File: src/rtl/alu_sequencer_pkg.sv
// ============================================================================
// Module      : alu_sequencer_pkg
// Description : Shared func codes, instruction field positions and FSM states
//               for the ALU issue sequencer.
// Revision    : 1.0 - initial release
// ============================================================================
`default_nettype none

package alu_sequencer_pkg;

    localparam int c_data_w   = 16;
    localparam int c_rf_depth = 8;

    localparam int c_func_msb = 15;
    localparam int c_func_lsb = 12;
    localparam int c_rd_msb   = 11;
    localparam int c_rd_lsb   = 9;
    localparam int c_ra_msb   = 8;
    localparam int c_ra_lsb   = 6;
    localparam int c_rb_msb   = 5;
    localparam int c_rb_lsb   = 3;

    typedef enum logic [3:0] {
        FUNC_MOV_B = 4'b0000,
        FUNC_ADD   = 4'b0001,
        FUNC_SUB   = 4'b0010,
        FUNC_AND   = 4'b0011,
        FUNC_OR    = 4'b0100,
        FUNC_SHL   = 4'b0101,
        FUNC_SHR   = 4'b0110,
        FUNC_CMP   = 4'b1011,
        FUNC_STR   = 4'b1100,
        FUNC_LDR   = 4'b1101,
        FUNC_XOR   = 4'b1110,
        FUNC_XNOR  = 4'b1111
    } func_t;

    typedef enum logic [1:0] {
        ST_IDLE  = 2'd0,
        ST_ISSUE = 2'd1,
        ST_WAIT  = 2'd2,
        ST_WB    = 2'd3
    } state_t;

    // Codes the ALU does not implement are rejected before issue.
    function automatic logic is_illegal_func(input logic [3:0] func);
        return (func == 4'b0111) || (func == 4'b1000) ||
               (func == 4'b1001) || (func == 4'b1010);
    endfunction

endpackage

`default_nettype wire

File: src/rtl/alu_sequencer_regfile.sv
// ============================================================================
// Module      : seq_regfile
// Description : 8x16 register file, two operand read ports plus a debug port,
//               write-back port taking priority over the external port.
// Revision    : 1.0 - initial release
// ============================================================================
`default_nettype none

module seq_regfile
    import alu_sequencer_pkg::*;
(
    input  logic                clk,
    input  logic                rst,
    input  logic                wb_we,
    input  logic [2:0]          wb_addr,
    input  logic [c_data_w-1:0] wb_data,
    input  logic                ext_we,
    input  logic [2:0]          ext_addr,
    input  logic [c_data_w-1:0] ext_data,
    input  logic [2:0]          raddr_a,
    output logic [c_data_w-1:0] rdata_a,
    input  logic [2:0]          raddr_b,
    output logic [c_data_w-1:0] rdata_b,
    input  logic [2:0]          dbg_addr,
    output logic [c_data_w-1:0] dbg_data
);

    logic [c_data_w-1:0] r_mem [c_rf_depth];

    // The later assignment wins, so a same-address collision keeps the WB data.
    always_ff @(posedge clk or negedge rst) begin
        if (!rst) begin
            for (int i = 0; i < c_rf_depth; i++) begin
                r_mem[i] <= '0;
            end
        end else begin
            if (ext_we) begin
                r_mem[ext_addr] <= ext_data;
            end
            if (wb_we) begin
                r_mem[wb_addr] <= wb_data;
            end
        end
    end

    assign rdata_a  = r_mem[raddr_a];
    assign rdata_b  = r_mem[raddr_b];
    assign dbg_data = r_mem[dbg_addr];

endmodule

`default_nettype wire

File: src/rtl/alu_sequencer.sv
// ============================================================================
// Module      : alu_sequencer
// Description : Single-issue controller feeding the 16-bit ALU; reads operands,
//               waits for the registered result and writes it back.
// Revision    : 1.0 - initial release
// ============================================================================
`default_nettype none

module alu_sequencer
    import alu_sequencer_pkg::*;
#(
    parameter int TIMEOUT = 4
) (
    input  logic        clk,
    input  logic        rst,
    input  logic        instr_valid,
    input  logic [15:0] instr,
    output logic        instr_ready,
    output logic        alu_en,
    output logic [3:0]  alu_func,
    output logic [15:0] alu_a,
    output logic [15:0] alu_b,
    input  logic        alu_done,
    input  logic [15:0] alu_result,
    input  logic        rf_we,
    input  logic [2:0]  rf_waddr,
    input  logic [15:0] rf_wdata,
    input  logic [2:0]  dbg_addr,
    output logic [15:0] dbg_data,
    output logic [2:0]  flags,
    output logic        done,
    output logic        err
);

    localparam logic [3:0] c_cnt_last = 4'(TIMEOUT - 1);

    state_t      r_state;
    state_t      w_next_state;
    logic        w_accept;
    logic        w_err_set;
    logic [3:0]  r_func;
    logic [2:0]  r_rd;
    logic [2:0]  r_ra;
    logic [2:0]  r_rb;
    logic [3:0]  r_cnt;
    logic [15:0] r_result;
    logic [2:0]  r_flags;
    logic        r_err;
    logic [15:0] r_alu_a;
    logic [15:0] r_alu_b;
    logic [15:0] w_rdata_a;
    logic [15:0] w_rdata_b;
    logic        w_wb_we;
    logic [3:0]  w_instr_func;
    logic        w_unused_bits;

    assign w_instr_func  = instr[c_func_msb:c_func_lsb];
    assign w_unused_bits = ^instr[2:0];

    always_ff @(posedge clk or negedge rst) begin
        if (!rst) begin
            r_state <= ST_IDLE;
        end else begin
            r_state <= w_next_state;
        end
    end

    always_comb begin
        w_next_state = r_state;
        w_accept     = 1'b0;
        w_err_set    = 1'b0;
        case (r_state)
            ST_IDLE: begin
                if (instr_valid && instr_ready) begin
                    if (is_illegal_func(w_instr_func)) begin
                        w_err_set = 1'b1;
                    end else begin
                        w_accept     = 1'b1;
                        w_next_state = ST_ISSUE;
                    end
                end
            end
            ST_ISSUE: w_next_state = ST_WAIT;
            ST_WAIT: begin
                if (alu_done) begin
                    w_next_state = ST_WB;
                end else if (r_cnt == c_cnt_last) begin
                    w_err_set    = 1'b1;
                    w_next_state = ST_IDLE;
                end
            end
            ST_WB:   w_next_state = ST_IDLE;
            default: w_next_state = ST_IDLE;
        endcase
    end

    always_ff @(posedge clk or negedge rst) begin
        if (!rst) begin
            r_func   <= '0;
            r_rd     <= '0;
            r_ra     <= '0;
            r_rb     <= '0;
            r_cnt    <= '0;
            r_result <= '0;
            r_flags  <= '0;
            r_err    <= 1'b0;
            r_alu_a  <= '0;
            r_alu_b  <= '0;
        end else begin
            r_err <= w_err_set;
            if (w_accept) begin
                r_func <= w_instr_func;
                r_rd   <= instr[c_rd_msb:c_rd_lsb];
                r_ra   <= instr[c_ra_msb:c_ra_lsb];
                r_rb   <= instr[c_rb_msb:c_rb_lsb];
            end
            if (r_state == ST_ISSUE) begin
                r_alu_a <= w_rdata_a;
                r_alu_b <= w_rdata_b;
            end
            r_cnt <= (r_state == ST_WAIT) ? r_cnt + 4'd1 : 4'd0;
            if (r_state == ST_WAIT && alu_done) begin
                r_result <= alu_result;
            end
            if (r_state == ST_WB && r_func == FUNC_CMP) begin
                r_flags <= r_result[2:0];
            end
        end
    end

    assign w_wb_we = (r_state == ST_WB) && (r_func != FUNC_CMP);

    seq_regfile u_regfile (
        .clk      (clk),
        .rst      (rst),
        .wb_we    (w_wb_we),
        .wb_addr  (r_rd),
        .wb_data  (r_result),
        .ext_we   (rf_we),
        .ext_addr (rf_waddr),
        .ext_data (rf_wdata),
        .raddr_a  (r_ra),
        .rdata_a  (w_rdata_a),
        .raddr_b  (r_rb),
        .rdata_b  (w_rdata_b),
        .dbg_addr (dbg_addr),
        .dbg_data (dbg_data)
    );

    // Ready is gated by the reset pin so it reads 0 while reset is held.
    assign instr_ready = rst && (r_state == ST_IDLE);
    assign alu_en      = (r_state == ST_ISSUE);
    assign alu_func    = r_func;
    assign alu_a       = alu_en ? w_rdata_a : r_alu_a;
    assign alu_b       = alu_en ? w_rdata_b : r_alu_b;
    assign flags       = r_flags;
    assign done        = (r_state == ST_WB);
    assign err         = r_err;

endmodule

`default_nettype wire

File: config.mk
export PLATFORM = sky130hd
export DESIGN_NAME = alu_sequencer
export DESIGN_NICKNAME = d
export VERILOG_FILES = /design/src/rtl/alu_sequencer_pkg.sv /design/src/rtl/alu_sequencer_regfile.sv /design/src/rtl/alu_sequencer.sv
export SDC_FILE = /design/constraint.sdc
export NUM_CORES = 1
export LEC_CHECK = 0
export CAP_MARGIN = 10
export CORE_MARGIN = 3
export CORE_UTILIZATION = 50
export DETAILED_ROUTE_END_ITERATION = 8
export PLACE_DENSITY = 0.73
export SLEW_MARGIN = 10
export SYNTH_ARGS = -nofsm -noshare
export SYNTH_HDL_FRONTEND = slang
export SYNTH_HIERARCHICAL = 1
export SYNTH_SLANG_ARGS = --single-unit
File: constraint.sdc
create_clock -name clk -period 2.4 [get_ports clk]
set_input_delay 0.24 -clock clk [delete_from_list [all_inputs] [get_ports clk]]
set_output_delay 0.24 -clock clk [all_outputs]
set_load 0.05 [all_outputs]
==> tab_implementation.tex, run 1 <==
\begin{tabular}{lr}
\hline
Metric & Value \\
\hline
\multicolumn{2}{l}{\textbf{Outcome}} \\
\quad Run status & finished with violations \\
\quad Violated checks & setup timing \\
\multicolumn{2}{l}{\textbf{Logic synthesis}} \\
\quad Number of flops mapped to enable cells by yosys & 0 \\
\quad Sequential share of the synthesized area & around two fifths \\
\quad Top cell type by total area after synthesis & dfrtp\_1 \\
\quad Main area contributors after synthesis & dfrtp\_1 (41\%), mux4\_1 (15\%), mux2i\_1 (11\%) \\
\quad Yosys warning count & 6 \\
\quad Ranking of synthesized cells by instance count & dfrtp\_1 (199), mux2i\_1 (128), mux2\_2 (103) \\
\quad Most frequent cell after synthesis & dfrtp\_1 \\
\quad Main flop type after synthesis & dfrtp\_1 \\
\quad Synthesized flop and latch total & a little under 200 \\
\quad Synth async-reset ratio & 100\% \\
\quad Avg Cell Area, Syn & 12.9 µm² \\
\quad Instance count of the mapped netlist & 942 \\
\quad Post-synth design cell area & $\sim$12000 µm² \\
\quad Synthesized net count & around 1.0k \\
\quad Share of Yosys cell area claimed by the top area cell type & 41.1\% \\
\quad Count of cell types in the netlist & 43 \\
\multicolumn{2}{l}{\textbf{Finish}} \\
\quad Layout-stage area growth over the synthesis result & 20.0\% \\
\quad Final std cells w/o fill & 1362 \\
\quad Share of post-route cells with drive strength above 1 & 33.1\% \\
\quad Final standard cell utilization of the core & 61.5\% \\
\quad Filler cell count & 1892 \\
\quad Diodes inserted & 0 \\
\quad \# nets final & between 1k and 1.5k \\
\multicolumn{2}{l}{\textbf{STA}} \\
\quad Fin crit period & 2.65 ns \\
\quad Final-report setup violation count & 32 \\
\quad RSZ-0062 raised after global routing & true \\
\quad Pins over their slew limit & 0 \\
\quad Fraction of the cycle the final worst path needs & 110\% \\
\quad Final hold violation count & 0 \\
\quad Hold\_ws & 0.295 ns \\
\quad Max\_slew headroom & 45.9\% \\
\quad Post-route setup slack & -0.249 ns \\
\quad Setup clock skew after layout & 0.0127 ns \\
\quad FMAX & 0.377 GHz \\
\quad Actual slew at the worst max-slew pin & 0.811 ns \\
\multicolumn{2}{l}{\textbf{Setup path}} \\
\quad Critical-path maximum fanout & 6 \\
\quad Class of the most critical setup path & flop to primary output \\
\quad Startpoint type of the worst setup path & flop \\
\quad Required time at the endpoint of the critical path & 2.16 ns \\
\quad Setup crit end kind & primary output \\
\quad Critical path arrival & 2.41 ns \\
\multicolumn{2}{l}{\textbf{Clock network}} \\
\quad Worst-case clock buffer depth & 2 \\
\quad Root Buffer & clkbuf\_16 \\
\quad Clock transition at the registers of the reported paths & 0.08 ns \\
\quad Total number of H-tree levels & 4 \\
\quad Clock insertion delay at the later pin of the skew report & 0.45 ns \\
\quad Number of CTS-inserted buffers & 17 \\
\quad Total number of clock tree sinks & 199 \\
\quad CTS tree & done \\
\multicolumn{2}{l}{\textbf{Route}} \\
\quad Post-DRT Antenna Nets & 0 \\
\quad Wire length per cell after detailed routing & between 20 and 25 µm \\
\quad Detailed-route vias per instance & 6.27 \\
\quad Iter 0 DRT Violations & 896 \\
\quad Uppermost layer routed & met4 \\
\quad Remaining design rule violation count & 0 \\
\quad Routed met1 length & 13.9 mm \\
\quad Via count & 8542 \\
\quad Post-Route WL & 33.5 mm \\
\quad First-pass iteration count of the detailed router & 5 \\
\quad Met2 routed wirelength & roughly 16 mm \\
\quad Total met3 wirelength after detailed routing & $\sim$2.8 mm \\
\multicolumn{2}{l}{\textbf{Placement}} \\
\quad Placed Instances & 1309 \\
\quad Detailed placement HPWL & 20.0 mm \\
\quad Worst slack after detailed placement & 0.0423 ns \\
\quad Routability Congestion & 0.837 \\
\quad Number of buffers inserted by port buffering & 114 \\
\multicolumn{2}{l}{\textbf{Pwr}} \\
\quad Worst VDD drop & 687 µV \\
\quad Power per Cell Area & 1560 nW/µm² \\
\quad Leakage power summed over all cells & 6.14 nW \\
\multicolumn{2}{l}{\textbf{Global route}} \\
\quad Antenna violations before repair & 0 \\
\quad Pin count of the biggest net entering global routing & 141 \\
\quad Gr ovfl total & 0 \\
\quad Vias in the first global route & between 8k and 9k \\
\quad Wire length of the first global-routing pass & 51.8 mm \\
\quad GRT Overall Usage & 26.1\% \\
\multicolumn{2}{l}{\textbf{Floorplanning}} \\
\quad Horizontal extent of the die & 162 µm \\
\quad Starting density of the core & 51.3\% \\
\quad \# rows & 56 \\
\quad Total Die Area & 26100 µm² \\
\quad Area of the core & 23600 µm² \\
\quad Top-level port count & 118 \\
\quad Height of the die & 162 µm \\
\multicolumn{2}{l}{\textbf{Run}} \\
\quad Max Cap Violations & 0 \\
\multicolumn{2}{l}{\textbf{Min path}} \\
\quad Worst min path class & input pin to asynchronous set/reset pin \\
\hline
\end{tabular}
[worst paths after layout]
kind,cells past startpoint,to,slack (ns),from
hold reg to reg,1,r_cnt[0],0.48,r_cnt[0]
min in group clk,2,r_result[9],0.41,alu_result[9]
setup / recovery,6,alu_b[9],-0.25,r_rb[0]
setup reg to reg,6,r_alu_b[9],0.34,r_rb[0]
max in group asynchronous,3,u_regfile/r_mem[89],1.06,rst
hold / removal,2,r_rd[1],0.29,rst
[report_power, final]
| part | internal [mW] | switching [mW] | total, mW |
|---|---|---|---|
| Combinational | 6.95 | 6.00 | 13.0 |
| Clock | 1.38 | 1.42 | 2.80 |
| Sequential | 5.00 | 1.86 | 6.86 |
[cell type report]
cell class / instances / area (µm²) / share of cell area, %
clock inverters: 14 / 130 / 0.895
flip-flops and latches: 199 / 4980 / 34.3
well taps: 319 / 399 / 2.75
inverters: 1 / 3.75 / 0.0258
repair buffers: 176 / 1990 / 13.7
clock buffers: 18 / 429 / 2.95
multi-input cells: 635 / 6600 / 45.4
[through the flow]
stage          total power, mW  TNS [ns]  cell area, µm²
2_1_floorplan             14.3         0           12100
3_3_place_gp              17.1         0           13400
3_5_place_dp              17.4         0           13400
4_1_cts                   22.6     -7.91           14600
5_1_grt                   23.7     -8.17           14500
6_report                  22.6     -6.59           14500
[cell families after synthesis]
group,Yosys count,share of synthesized area [%]
compound gates,132,5.61
xor+xnor,2,0.145
fa+ha+maj,1,0.103
buf+inv,108,5.11
flops,199,41.1
mux,336,41.3
simple gates,164,6.63
[critical path, cell delays in order, from the launching register on]
cell,delay [ns]
dfrtp_2,0.41
buf_12,0.14
buf_12,0.14
mux4_2,0.52
mux2_4,0.31
mux2_4,0.28
buf_8,0.15
[routing by layer]
metal	track usage (%)	vias to the layer above
met3	5.57	57
li1	-	3670
met1	36.3	4384
met2	42.1	431
met4	7.13	0
met5	0	-
[flip-flops by register name (all words and copies together) (netlist names), 3 cells and up]
name             cells
r_alu_b             16
u_regfile/r_mem    128
r_result            16
r_cnt                4
r_ra                 3
alu_func             4
r_rd                 3
r_alu_a             16
r_rb                 3
flags                3
[cell usage in the layout, fill, tap and decap left out, types with 3 or more instances in the layout]
| cell type | netlist | routed |
|---|---|---|
| inv_6 | 0 | 4 |
| mux4_1 | 69 | 24 |
| clkbuf_16 | 0 | 17 |
| inv_8 | 0 | 5 |
| o21ai_0 | 57 | 57 |
| mux4_2 | 27 | 72 |
| mux2_2 | 103 | 42 |
| mux2i_1 | 128 | 128 |
| mux2_4 | 9 | 70 |
| buf_4 | 8 | 55 |
| nand2_1 | 66 | 66 |
| buf_6 | 18 | 3 |
| buf_8 | 1 | 33 |
| clkdlybuf4s50_1 | 0 | 62 |
| nand4b_1 | 7 | 7 |
| a21oi_1 | 65 | 65 |
| dfrtp_2 | 0 | 3 |
| and4bb_2 | 5 | 5 |
| dfrtp_1 | 199 | 196 |
| clkinv_4 | 0 | 3 |
| buf_12 | 1 | 20 |
| o21ai_1 | 7 | 7 |
| nor2_1 | 68 | 68 |
[timing repair]
| action | 4_1_cts | 5_1_grt |
|---|---|---|
| setup endpoints to repair | 32 | 32 |
| hold endpoints to repair | 23 | 0 |
| hold buffers | 1 | 0 |
| gates cloned | 5 | 0 |
| pin swaps | 0 | 0 |
| setup buffers | 16 | 4 |
| resized for setup | 176 | 10 |
Note: power is estimated with default switching activity, not from simulation.
==> run 2, diff against run 1 <==
--- a/config.mk
+++ b/config.mk
@@ -7,2 +7,3 @@
 export LEC_CHECK = 0
+export ABC_AREA = 1
 export CAP_MARGIN = 10
--- a/constraint.sdc
+++ b/constraint.sdc
@@ -3,2 +3,2 @@
 set_output_delay 0.24 -clock clk [all_outputs]
-set_load 0.05 [all_outputs]
+set_load 0.02 [all_outputs]
==> run 2 against run 1 <==
  * The flow now finishes without violations
  * Clock skew up 0.0064 ns
  * Non-clock buffer count rose by 4
  * Via count is 74% higher
  * Flip-flop and latch count unchanged
  * Largest cell class unchanged
  * Critical endpoint is now alu_b[5]
==> tab_implementation.tex, run 2 <==
\begin{tabular}{lr}
\hline
Metric & Value \\
\hline
\multicolumn{2}{l}{\textbf{Outcome}} \\
\quad Run status & finished clean \\
\multicolumn{2}{l}{\textbf{Run}} \\
\quad Max Cap Violations & 0 (unchanged) \\
\multicolumn{2}{l}{\textbf{Clock network}} \\
\quad Worst-case clock buffer depth & 2 (unchanged) \\
\quad Total number of clock tree sinks & 199 (unchanged) \\
\quad Postcts setup bufs & 0 (-16) \\
\quad Number of CTS-inserted buffers & 17 (unchanged) \\
\quad CTS tree & done \\
\quad Clock insertion delay at the later pin of the skew report & 0.46 ns (about the same) \\
\quad Total number of H-tree levels & 4 (unchanged) \\
\quad Root Buffer & clkbuf\_16 \\
\quad Clock transition at the registers of the reported paths & 0.09 ns (about the same) \\
\multicolumn{2}{l}{\textbf{STA}} \\
\quad Actual slew at the worst max-slew pin & 0.685 ns (-0.126 ns) \\
\quad Final hold violation count & 0 (unchanged) \\
\quad Pins over their slew limit & 0 (unchanged) \\
\quad Fraction of the cycle the final worst path needs & 96.9\% (-14 points) \\
\quad Setup clock skew after layout & 0.0191 ns (+0.00640 ns) \\
\quad Max\_slew headroom & 54.3\% (+8.3 points) \\
\quad Fin crit period & 2.33 ns (-0.324 ns) \\
\quad Post-route setup slack & 0.0747 ns (+0.324 ns) \\
\quad RSZ-0062 raised after global routing & true \\
\quad Final-report setup violation count & 0 (-100\%) \\
\quad FMAX & 0.430 GHz (+14\%) \\
\multicolumn{2}{l}{\textbf{Setup path}} \\
\quad Endpoint of the most critical register-to-register path & u\_regfile/r\_mem[2] \\
\quad Delay of the slowest cell on the worst path & 0.45 ns (-0.07 ns) \\
\quad Crit-path leading delay family & buffers and inverters \\
\quad Class of the most critical setup path & flop to primary output \\
\quad R2r startpoint & r\_state[0] \\
\quad Worst Path Buf+Inv & 3 (unchanged) \\
\quad Required time at the endpoint of the critical path & 2.16 ns (about the same) \\
\quad Critical-path maximum fanout & 32 (+26) \\
\quad Setup crit end kind & primary output \\
\quad Startpoint type of the worst setup path & flop \\
\quad Worst Reg-to-Reg Cells & 7 (+1) \\
\quad Cells along the critical path & inv\_1 -> buf\_12 -> nand3\_1 -> nand2\_1 -> nand2\_1 -> nand2\_1 -> nand2\_1 -> nand2\_1 -> clkdlybuf4s15\_1 \\
\quad Register-to-register setup slack & 0.15 ns (-0.19 ns) \\
\quad Critical path arrival & 2.09 ns (-0.32 ns) \\
\quad Library cell contributing the largest single delay on the critical path & dfrtp\_1 \\
\quad Most repeated library cell on the critical path & nand2\_1 \\
\multicolumn{2}{l}{\textbf{Finish}} \\
\quad Diodes inserted & 0 (unchanged) \\
\quad Layout-stage area growth over the synthesis result & 17.1\% \\
\quad Filler cell count & 2607 (+38\%) \\
\quad Commonest non-fill, non-tap cell in the layout & nand2\_1 \\
\quad Most frequent cells in the layout & nand2\_1 (1220), nand3\_1 (466), dfrtp\_1 (197) \\
\quad Max FFs per register & 128 (unchanged) \\
\quad Share of post-route cells with drive strength above 1 & 6.41\% (-27 points) \\
\quad Register with the most flip-flops & u\_regfile/r\_mem \\
\quad Final standard cell utilization of the core & 59.8\% (-1.8 points) \\
\quad \# nets final & 2355 (+120\%) \\
\multicolumn{2}{l}{\textbf{Logic synthesis}} \\
\quad Synth async-reset ratio & 100\% (unchanged) \\
\quad Count of cell types in the netlist & 19 (-56\%) \\
\quad Instance count of the mapped netlist & 2242 (+140\%) \\
\quad Main flop type after synthesis & dfrtp\_1 \\
\quad Number of flops mapped to enable cells by yosys & 0 (unchanged) \\
\quad Most frequent cell after synthesis & nand2\_1 \\
\quad Post-synth design cell area & 13300 µm² (+10\%) \\
\quad Avg Cell Area, Syn & 5.95 µm² (-54\%) \\
\quad Yosys warning count & 6 (unchanged) \\
\quad Ranking of synthesized cells by instance count & nand2\_1 (1220), nand3\_1 (466), dfrtp\_1 (199) \\
\quad Synthesized flop and latch total & 199 (unchanged) \\
\quad Synthesized net count & 2302 (+130\%) \\
\quad Share of Yosys cell area claimed by the top area cell type & 37.3\% (-3.8 points) \\
\quad Main area contributors after synthesis & dfrtp\_1 (37\%), nand2\_1 (34\%), nand3\_1 (17\%) \\
\quad Top cell type by total area after synthesis & dfrtp\_1 \\
\quad Sequential share of the synthesized area & 37.3\% (-3.8 points) \\
\multicolumn{2}{l}{\textbf{Route}} \\
\quad First-pass iteration count of the detailed router & 6 (+1) \\
\quad Detailed-route vias per instance & 5.63 (-10\%) \\
\quad Post-DRT Antenna Nets & 0 (unchanged) \\
\quad Remaining design rule violation count & 0 (unchanged) \\
\quad Post-Route WL & 48.8 mm (+46\%) \\
\quad Iter 0 DRT Violations & 1712 (+91\%) \\
\quad Via count & 14.9k (+74\%) \\
\quad Wire length per cell after detailed routing & 18.5 µm (-25\%) \\
\multicolumn{2}{l}{\textbf{Placement}} \\
\quad Worst slack after detailed placement & 0.103 ns (+0.0611 ns) \\
\quad Number of buffers inserted by port buffering & 114 (unchanged) \\
\quad Detailed placement HPWL & 34.9 mm (+75\%) \\
\quad Routability Congestion & 0.956 (+14\%) \\
\multicolumn{2}{l}{\textbf{Global route}} \\
\quad Antenna violations before repair & 0 (unchanged) \\
\quad Vias in the first global route & 13.1k (+54\%) \\
\quad GRT Overall Usage & 33.5\% (+7.4 points) \\
\quad Gr ovfl total & 0 (unchanged) \\
\quad Wire length of the first global-routing pass & 75.0 mm (+45\%) \\
\quad Pin count of the biggest net entering global routing & 89 (-37\%) \\
\multicolumn{2}{l}{\textbf{Pwr}} \\
\quad Leakage power summed over all cells & 8.64 nW (+41\%) \\
\quad Worst VDD drop & 569 µV (-17\%) \\
\quad Power per Cell Area & 1330 nW/µm² (-15\%) \\
\quad Total power after layout & 20.8 mW (-8.2\%) \\
\multicolumn{2}{l}{\textbf{Floorplanning}} \\
\quad Height of the die & 169 µm (+4.8\%) \\
\quad Area of the core & 26100 µm² (+11\%) \\
\quad Starting density of the core & 51.0\% (-0.25 points) \\
\quad \# rows & 59 (+5.4\%) \\
\quad Top-level port count & 118 (unchanged) \\
\quad Total Die Area & 28700 µm² (+9.8\%) \\
\quad Horizontal extent of the die & 169 µm (+4.8\%) \\
\multicolumn{2}{l}{\textbf{Min path}} \\
\quad Worst min path class & input pin to asynchronous set/reset pin \\
\hline
\end{tabular}
-- run 2: cell count changes in the layout (fill, tap and decap cells not counted), sizes merged, moves of 96 or more --
cell   delta
mux2i   -128
mux2    -112
mux4     -96
inv     +185
nand2  +1156
nand3   +465
-- run 2: layout make-up --
| type | count | area (µm²) | area share (%) |
|---|---|---|---|
| clock inverter | 15 | 244 | 1.56 |
| sequential | 199 | 4980 | 31.9 |
| tap | 335 | 419 | 2.68 |
| multi-input combinational | 1711 | 7060 | 45.2 |
| clock buffer | 17 | 425 | 2.72 |
| inverter | 186 | 711 | 4.55 |
| timing repair buffer | 180 | 1780 | 11.4 |
-- run 2: timing repair --
action	4_1_cts	5_1_grt
hold buffers	1	0
gates cloned	0	3
endpoints found under the hold margin	85	0
setup endpoints to repair	33	49
resized for setup	36	54
-- run 2: how the worst max path moves through the flow --
| stage | cells after the start | slack, ns | endpoint | start |
|---|---|---|---|---|
| 2_1_floorplan | 10 | 0.75 | u_regfile/r_mem[10] | alu_func[2] |
| 3_5_place_dp | 8 | 0.10 | dbg_data[4] | dbg_addr[1] |
| 4_1_cts | 9 | 0.01 | alu_b[4] | r_rb[1] |
| 6_report | 9 | 0.07 | alu_b[5] | r_rb[1] |
| 5_1_grt | 9 | -0.11 | u_regfile/r_mem[42] | alu_func[2] |
| 3_3_place_gp | 8 | 0.10 | dbg_data[4] | dbg_addr[1] |
-- run 2: per-layer routing --
metal  part of all wire (%)  wire (µm)  vias up  GRT usage, %
li1                       -          -     7019             -
met1                     41      20000     6784          48.4
met2                     42      20600      998          49.5
met3                     15       7320       69          10.2
met4                    2.0        972        0          8.25
met5                      0          0        -             0
-- run 2: metrics by stage --
| step | hold slack, ns | setup TNS [ns] | cell area (µm²) | std cells |
|---|---|---|---|---|
| after floorplan | -0.0556 | 0 | 13300 | 2242 |
| after global placement | 0.0817 | 0 | 15000 | 2607 |
| after detailed placement | 0.0817 | 0 | 15000 | 2607 |
| after CTS | 0.171 | 0 | 15600 | 2640 |
| after global routing | 0.179 | -2.43 | 15600 | 2643 |
| final | 0.177 | 0 | 15600 | 2643 |
-- run 2: where the power goes --
part	total, mW	internal (mW)	switching (mW)
sequential	5.78	4.85	0.927
combinational	11.7	3.68	8.03
clock	3.27	1.59	1.67
-- run 2: logic make-up (layout without fill, tap and decap cells) --
kind of cell	Yosys count	in the layout	share of synthesized area, %
simple gates	1706	1706	52.6
compound gates	4	4	0.159
buf+inv	332	398	9.81
flops	199	199	37.3
fa+ha+maj	1	1	0.0938
